### config.mk
export PLATFORM = sky130hd
export DESIGN_NAME = mem_wb_stage
export DESIGN_NICKNAME = d
export VERILOG_FILES = /design/src/rtl/mem_wb_stage_pkg.sv /design/src/rtl/mem_wb_stage_load_align.sv /design/src/rtl/mem_wb_stage.sv
export SDC_FILE = /design/constraint.sdc
export NUM_CORES = 1
export LEC_CHECK = 0
export ABC_CLOCK_PERIOD_IN_PS = 2200
export BUFFER_PORTS_ARGS = -buffer_cell sky130_fd_sc_hd__buf_2
export CAP_MARGIN = 20
export CORE_AREA = 2 2 90 92
export CTS_BUF_LIST = sky130_fd_sc_hd__clkbuf_4
export CTS_CLUSTER_SIZE = 10
export DETAILED_ROUTE_END_ITERATION = 7
export DIE_AREA = 0 0 92 94
export PLACE_DENSITY = 0.77
export REMOVE_ABC_BUFFERS = 1
export SYNTH_ARGS = -nofsm -noshare
export SYNTH_HDL_FRONTEND = slang
export SYNTH_SLANG_ARGS = --single-unit
### constraint.sdc
create_clock -name clk -period 2.2 [get_ports clk]
set_input_delay 0.44 -clock clk [delete_from_list [all_inputs] [get_ports clk]]
set_output_delay 0.44 -clock clk [all_outputs]
set_load 0.01 [all_outputs]
### src/rtl/mem_wb_stage_pkg.sv
// Shared definitions for the MEM/WB pipeline stage.
// Contents: datapath widths, load-op encodings, common constants and a
// helper that tells load ops apart from non-load/reserved codes.
package mem_wb_stage_pkg;

   localparam int unsigned DATA_W = 32;   // RegBus width
   localparam int unsigned ADDR_W = 5;    // RegAddrBus width
   localparam int unsigned LDOP_W = 3;
   localparam int unsigned BYTE_W = 8;
   localparam int unsigned HALF_W = 16;
   localparam int unsigned CNT_W  = 32;

   typedef enum logic [LDOP_W-1:0] {
      LDOP_NONE = 3'd0,
      LDOP_LB   = 3'd1,
      LDOP_LBU  = 3'd2,
      LDOP_LH   = 3'd3,
      LDOP_LHU  = 3'd4,
      LDOP_LW   = 3'd5
   } ldop_e;

   localparam logic [DATA_W-1:0] ZEROWORD  = '0;
   localparam logic              WRITEABLE = 1'b1;

   // Codes 6 and 7 are reserved and behave exactly like LDOP_NONE.
   function automatic logic is_load(input logic [LDOP_W-1:0] op);
      return (op >= LDOP_LB) && (op <= LDOP_LW);
   endfunction

endpackage

### src/rtl/mem_wb_stage_load_align.sv
// Big-endian load data extraction and alignment check (combinational).
// Ports:
//   ldop        in  load type (ldop_e encoding, 6-7 reserved)
//   addr_lo     in  effective address bits [1:0]
//   rdata       in  raw aligned word from data memory
//   data_c      out extracted, sign/zero-extended load data (0 if not a load)
//   misalign_c  out LH/LHU with addr_lo[0]=1 or LW with addr_lo!=0
module mem_wb_stage_load_align
   import mem_wb_stage_pkg::*;
(
   input  logic [LDOP_W-1:0] ldop,
   input  logic [1:0]        addr_lo,
   input  logic [DATA_W-1:0] rdata,
   output logic [DATA_W-1:0] data_c,
   output logic              misalign_c
);

   logic [BYTE_W-1:0] byte_v;
   logic [HALF_W-1:0] half_v;

   // Byte lane 0 is the most significant byte.
   always_comb begin
      byte_v = '0;
      case (addr_lo)
         2'd0:    byte_v = rdata[31:24];
         2'd1:    byte_v = rdata[23:16];
         2'd2:    byte_v = rdata[15:8];
         default: byte_v = rdata[7:0];
      endcase
      half_v = addr_lo[1] ? rdata[15:0] : rdata[31:16];
   end

   // Extension and alignment per load type.
   always_comb begin
      data_c     = ZEROWORD;
      misalign_c = 1'b0;
      case (ldop)
         LDOP_LB:  data_c = {{(DATA_W-BYTE_W){byte_v[BYTE_W-1]}}, byte_v};
         LDOP_LBU: data_c = {{(DATA_W-BYTE_W){1'b0}}, byte_v};
         LDOP_LH: begin
            misalign_c = addr_lo[0];
            data_c     = {{(DATA_W-HALF_W){half_v[HALF_W-1]}}, half_v};
         end
         LDOP_LHU: begin
            misalign_c = addr_lo[0];
            data_c     = {{(DATA_W-HALF_W){1'b0}}, half_v};
         end
         LDOP_LW: begin
            misalign_c = (addr_lo != 2'd0);
            data_c     = rdata;
         end
         default: data_c = ZEROWORD;
      endcase
   end

endmodule

### src/rtl/mem_wb_stage.sv
// MEM/WB pipeline stage: registers the MEM result, extracts load data and
// drives the register-file write port one cycle later.
// Optional feature macro: WB_RETIRE_CNT_EN (adds wb_retire_cnt).
// Ports:
//   clk, rst         clock, async active-high reset
//   stall, flush     pipeline control (flush has priority over stall)
//   mem_wreg/mem_wd  MEM write enable / destination register
//   mem_wdata        non-load result
//   mem_ldop         load type, mem_addr_lo address bits [1:0]
//   mem_rdata        raw data-memory word
//   wb_we/waddr/wdata  registered register-file write port
//   wb_misalign      registered: misaligned load suppressed
//   wb_retire_cnt    (optional) count of captured register writes
module mem_wb_stage #(
   parameter int unsigned DATA_W = 32,
   parameter int unsigned ADDR_W = 5
) (
   input  logic              clk,
   input  logic              rst,
   input  logic              stall,
   input  logic              flush,
   input  logic              mem_wreg,
   input  logic [ADDR_W-1:0] mem_wd,
   input  logic [DATA_W-1:0] mem_wdata,
   input  logic [2:0]        mem_ldop,
   input  logic [1:0]        mem_addr_lo,
   input  logic [DATA_W-1:0] mem_rdata,
   output logic              wb_we,
   output logic [ADDR_W-1:0] wb_waddr,
   output logic [DATA_W-1:0] wb_wdata,
   output logic              wb_misalign
`ifdef WB_RETIRE_CNT_EN
   ,
   output logic [31:0]       wb_retire_cnt
`endif
);

   import mem_wb_stage_pkg::LDOP_W;
   import mem_wb_stage_pkg::WRITEABLE;
   import mem_wb_stage_pkg::is_load;

   logic [DATA_W-1:0] ld_data_c;
   logic              ld_misalign_c;
   logic              nxt_we_c;
   logic [DATA_W-1:0] nxt_wdata_c;

   mem_wb_stage_load_align u_load_align (
      .ldop       (LDOP_W'(mem_ldop)),
      .addr_lo    (mem_addr_lo),
      .rdata      (mem_rdata),
      .data_c     (ld_data_c),
      .misalign_c (ld_misalign_c)
   );

   // Next write-port values; $0 writes and misaligned loads never write.
   always_comb begin
      nxt_we_c    = 1'b0;
      nxt_wdata_c = mem_wdata;
      if (ld_misalign_c) begin
         nxt_wdata_c = '0;
      end else if (is_load(mem_ldop)) begin
         nxt_wdata_c = ld_data_c;
      end
      if (mem_wreg == WRITEABLE && !ld_misalign_c && mem_wd != '0) begin
         nxt_we_c = 1'b1;
      end
   end

   // Stage register: flush > stall > capture.
   always_ff @(posedge clk or posedge rst) begin
      if (rst) begin
         wb_we       <= 1'b0;
         wb_waddr    <= '0;
         wb_wdata    <= '0;
         wb_misalign <= 1'b0;
      end else if (flush) begin
         wb_we       <= 1'b0;
         wb_waddr    <= '0;
         wb_wdata    <= '0;
         wb_misalign <= 1'b0;
      end else if (!stall) begin
         wb_we       <= nxt_we_c;
         wb_waddr    <= mem_wd;
         wb_wdata    <= nxt_wdata_c;
         wb_misalign <= ld_misalign_c;
      end
   end

`ifdef WB_RETIRE_CNT_EN
   // Counts captured register writes; wraps naturally at 2^32.
   always_ff @(posedge clk or posedge rst) begin
      if (rst) begin
         wb_retire_cnt <= '0;
      end else if (!flush && !stall && nxt_we_c) begin
         wb_retire_cnt <= wb_retire_cnt + 32'd1;
      end
   end
`endif

endmodule
======== Yosys cells after proc, flatten, opt, wreduce, memory -nomap -nowiden ========
Index checks and enable logic that the tools add are counted.
word-level totals
  flip-flop bits (word level) ............. 39
  latch bits .............................. 0
  bits in writable memories ............... 0
  ROM bits ................................ 0
  input bits .............................. 79
  output and inout port bits .............. 39
  word-level logic and storage cells ...... 37
  memories ................................ 0
cells by class
  add/sub/neg operators ................... 0
  $mul .................................... 0
  div/mod/pow operators ................... 0
  order comparisons ....................... 2
  eq/ne operators ......................... 8
  shift operators ......................... 0
  muxes and demuxes ....................... 15
  bitwise gates (word level) .............. 0
  reduce and logical (&&, ||, !) cells .... 8
operator list
  cell                                                               number
  one-hot mux 32 bit (5 select lines)                                1
  two-way mux 32 bit                                                 4
  one-hot mux 8 bit (3 select lines)                                 1
  two-way mux 16 bit                                                 1
  two-way mux 5 bit                                                  2
  == test 3 x 2 -> 1 bit, second input constant                      2
  == test 3 bit, second input constant                               2
  two-way mux 1 bit                                                  5
  nonzero test 5 bit                                                 1
  == test 3 x 1 -> 1 bit, second input constant                      1
  greater-or-equal comparator 3 x 1 -> 1 bit, second input constant  1
  <= comparator 3 bit, second input constant                         1
  logical AND 1 bit                                                  3
  == test 2 x 1 -> 1 bit, second input constant                      1
  == test 2 bit, second input constant                               1
  zero test 2 bit                                                    1
  inequality test 2 x 1 -> 1 bit, second input constant              1
  one-hot mux 1 bit (2 select lines)                                 1
  nonzero test 2 bit                                                 1
  OR reduction 2 bit                                                 1
  zero test 1 bit                                                    1

======== Logic depth before layout (Yosys ltp) ========
  word-level depth ........................ 9
  depth in mapped cells ................... 8

======== Hierarchy ========
A second synthesis with hierarchy kept.
second synthesis, totals
  cells, all modules ...................... 338
  area, all modules ....................... 3076.7 sq um
by module, submodules not included
  module                   instances  cells an instance  area an instance (sq um)
  mem_wb_stage             1          213                2075.7
  mem_wb_stage_load_align  1          125                1001.0

======== Least setup slack after synthesis ========
Ideal clock, no wire load.
  path type ............................... input port to flip-flop
  from .................................... input mem_ldop[1]
  to ...................................... register wb_wdata[25]
  library setup time ...................... 0.083 ns
  data arrival time ....................... 1.741 ns
  slack ................................... 0.376 ns
  stages .................................. 8
  path buffers ............................ 2
  cell sequence ........................... buf_2 > inv_1 > ha_1 > nand2b_1 > a21oi_2 > nand4_2 > buf_6 > o22ai_1
on the way
  cells in the longest elaborated chain, start to end .. 6
  elaborated cells on any way between the ends .. 15
RTL lines
  item                                                                      RTL line                                           text
  from (decl)                                                               mem_wb_stage.sv:25                                 input logic [2:0] mem_ldop,
  == test 3 bit (tied with other cells)                                     mem_wb_stage_load_align.sv:37                      case (ldop)
  one-hot mux 32 bit (5 select lines) (tied with other cells)               mem_wb_stage_load_align.sv:37
  two-way mux 32 bit or one-hot mux 1 bit (2 select lines) (tied branches)  mem_wb_stage.sv:61, mem_wb_stage_load_align.sv:37
  two-way mux 32 bit (*)                                                    mem_wb_stage.sv:59                                 if (ld_misalign_c) begin
  two-way mux 32 bit (*)                                                    mem_wb_stage.sv:81                                 end else if (!stall) begin
  two-way mux 32 bit (*)                                                    mem_wb_stage.sv:76                                 end else if (flush) begin
  to (signal assigned)                                                      mem_wb_stage.sv:84                                 wb_wdata <= nxt_wdata_c;
  to (decl)                                                                 mem_wb_stage.sv:30                                 output logic [DATA_W-1:0] wb_wdata,
Mark *: on every way between the ends. The rest lies on a longest branch, timed or not. The select of a mux whose other input is x is not followed.
A chain may end at the register's enable or synchronous reset.

======== Worst setup path after layout ========
  from .................................... input mem_addr_lo[1]
  to ...................................... register wb_wdata[15]
on the way
  cells in the longest elaborated chain, start to end .. 7
  elaborated cells on any way between the ends .. 12
RTL lines
  item                                   RTL line                       text
  from (decl)                            mem_wb_stage.sv:26             input logic [1:0] mem_addr_lo,
  == test 2 bit (tied with other cells)  mem_wb_stage_load_align.sv:24  case (addr_lo)
  one-hot mux 8 bit (3 select lines)     mem_wb_stage_load_align.sv:24
  one-hot mux 32 bit (5 select lines)    mem_wb_stage_load_align.sv:37
  two-way mux 32 bit                     mem_wb_stage.sv:61             end else if (is_load(mem_ldop)) begin
  two-way mux 32 bit (*)                 mem_wb_stage.sv:59
  two-way mux 32 bit (*)                 mem_wb_stage.sv:81
  two-way mux 32 bit (*)                 mem_wb_stage.sv:76
Marked as above.

==> flow_summary.yaml <==
detailed_routing:
  via_per_inst: 5.83
  num_vias: 3194
  drt-total-wl_um: 10000
  drtIter0Drc: 254
  drc: 0
  drtPass1Iterations: 5
  antenna_left: 0
  wl_per_cell_um: 18.3
synth:
  avgSynthCellArea_um2: 9.37
  synth_edf_count: 0
  synthTopCellsByArea: "dfrtp_1 (32%), a22oi_1 (8.7%), mux2i_1 (7.1%), mux4_2 (5.8%), o21ai_0 (4.4%)"
  synth_area_leader_cell: "dfrtp_1"
  yosys_warnings: 0
  yosys_register_bits: 39
  synth_top_area_frac: 0.316
  syn_inst: 330
  yosys.cell_types.count: 46
  ys.flop_type: "dfrtp_1"
  syn_area_um2: 3090
  synth_seq_area_share: 0.316
  ys_async_sr_fraction: 1.00
worst_setup_path:
  start_kind: "input pin"
  worstPathCellList: "buf_2, mux4_2, nand2b_1, o21ai_0, a21oi_1, o22ai_1"
  crit_slowest_cell: "mux4_2"
  r2r_setup_slack_ps: 1350
  cp_max_fo: 8
  r2r-start: "wb_wdata[24]$_DFFE_PP0P_"
  end_kind: "register"
  r2r_end: "wb_wdata[24]$_DFFE_PP0P_"
  worst-setup-path-type: "in -> reg"
  rr_worst_depth: 2
  cp_slowest_stage_delay_ps: 570
  arrival_ps: 2030
  timing.critical_path.required_ps: 2460
timing:
  grt_setup_unrepaired: "no"
  setup_ws_ps: 431
  fin_crit_sh: 0.804
  max_freq_ghz: 0.565
  tightest_slew_ps: 922
  hold_viol_final: 0
  slew_violations: 0
  fin_crit_ps: 1770
  timing.slew.headroom: 0.385
  setup_violations: 0
  setup_tns_ps: 0
  fin_skew_ps: 0
job:
  maxCapViolations: 0
placed_design:
  place_hpwl_um: 7470
  port_buffers: 117
  pre_cts_slack_ps: 28.6
  place.gp.congestion: 0.925
die:
  core-area_um2: 7610
  io_pins: 118
  start_util: 0.406
  dieArea_um2: 8650
  die_w_um: 92
  num_rows: 32
  die_y_um: 94
power:
  leakage_nw: 1.81
  powerDensity_nw_per_um2: 486
  ir_drop_mv: 0.221
  power.total_w: 0.00190
global_routing:
  grt_pass1_wl_um: 15800
  grt_pass1_vias: 3132
  grt.total_usage: 0.231
  grt_overflow_total: 0
  grt_max_degree: 40
  antenna_found_initial: 0
layout:
  nFillCells: 746
  drive_gt1_frac: 0.426
  nets: 526
  diodes: 0
  areaGrowthSynthToFinish_pct: 26.2
cts:
  root_buffer: "clkbuf_4"
  postCtsResizedCells: 0
  hold_buffers: 0
  cts_setup_buffers: 0
  htree_levels: 2
  cts_tree: "done"
  clk_pin_slew_ps: 140
  numCtsBuffers: 5
  clkSinkCount: 39
  cts_buffer_depth: 2
  clk_latency_ps: 370
run_status:
  status: "finished clean"
worst_hold_path:
  hold_class: "in -> async"
-- cell usage after synthesis (4+ instances only) --
master,count
nand2_1,17
nor2b_1,20
dfrtp_1,39
mux2i_1,22
a221oi_1,7
a22oi_1,36
o22ai_1,14
nor2_1,18
a21oi_1,26
o21ai_1,4
inv_1,4
mux4_2,8
buf_6,4
nand2b_1,4
a22oi_2,10
o22ai_2,10
clkbuf_1,13
buf_2,14
o21ai_0,27
-- state kept, by name (all words and copies together) (netlist names) --
register,cells
wb_wdata,32
wb_waddr,5
wb_misalign,1
wb_we,1
-- routing by layer --
metal | wire (µm) | track usage | part of all wire
met1 | 4160 | 0.306 | 0.42
met2 | 4890 | 0.388 | 0.49
met3 | 802 | 0.0449 | 0.080
met4 | 174 | 0.0622 | 0.017
met5 | 0 | 0 | 0
-- per-stage QoR --
| stage | instance area [µm²] | std cells | utilization | hold slack (ps) |
|---|---|---|---|---|
| 2_1_floorplan | 2910 | 297 | - | 506 |
| 3_3_place_gp | 3820 | 540 | 0.502 | 496 |
| 5_1_grt | 3900 | 548 | 0.513 | 236 |
| 3_5_place_dp | 3820 | 540 | 0.502 | 507 |
| 6_report | 3900 | 548 | 0.513 | 179 |
| 4_1_cts | 3900 | 548 | 0.513 | 197 |
-- cell usage in the layout, fill, tap and decap left out, types with 8 or more instances in the layout --
cell type,synthesis,final
o22ai_2,10,10
a22oi_1,36,36
nor2_1,18,18
o22ai_1,14,14
dfrtp_1,39,39
mux4_2,8,8
mux2i_1,22,22
buf_2,14,117
a22oi_2,10,10
o21ai_0,27,27
nand2_1,17,17
nor2b_1,20,19
buf_4,2,23
a21oi_1,26,26
-- kinds of logic (layout without fill, tap and decap cells) --
kind of cell / Yosys count / count (layout) / share of synthesized area
compound gates: 147 / 147 / 0.350
xor+xnor: 1 / 1 / 0.00283
fa+ha+maj: 2 / 2 / 0.00810
buf+inv: 37 / 153 / 0.0628
flops: 39 / 39 / 0.316
mux: 31 / 31 / 0.133
simple gates: 73 / 73 / 0.127
-- layout make-up --
type | instances | area (µm²) | area share
Inverter | 4 | 15.0 | 0.00385
Clock inverter | 3 | 43.8 | 0.0112
Clock buffer | 5 | 37.5 | 0.00962
Sequential cell | 39 | 976 | 0.250
Multi-Input combinational cell | 254 | 1920 | 0.493
Tap cell | 102 | 128 | 0.0327
Timing Repair Buffer | 141 | 778 | 0.199
-- report_power, final --
part           internal (W)  switching, W
Sequential         0.000754     0.0000219
Clock              0.000239      0.000280
Combinational      0.000263      0.000339
-- worst max-delay path, delay by kind of cell --
family | cells | cell delay, ps
muxes | 1 | 570
AOI/OAI and AO/OA | 3 | 500
buffers and inverters | 1 | 190
and+or+nand+nor | 1 | 330
-- how the worst max path moves through the flow --
stage,slack (ps),end,depth (start not counted),from
after floorplan,220,wb_wdata[1]$_DFFE_PP0P_,5,mem_ldop[2]
after global placement,70,wb_wdata[24]$_DFFE_PP0P_,7,mem_ldop[1]
after detailed placement,30,wb_wdata[24]$_DFFE_PP0P_,7,mem_ldop[1]
after CTS,440,wb_wdata[24]$_DFFE_PP0P_,6,mem_addr_lo[0]
after global routing,250,wb_wdata[28]$_DFFE_PP0P_,7,mem_ldop[1]
final,430,wb_wdata[15]$_DFFE_PP0P_,6,mem_addr_lo[1]
Note: power is estimated with default switching activity, not from simulation.
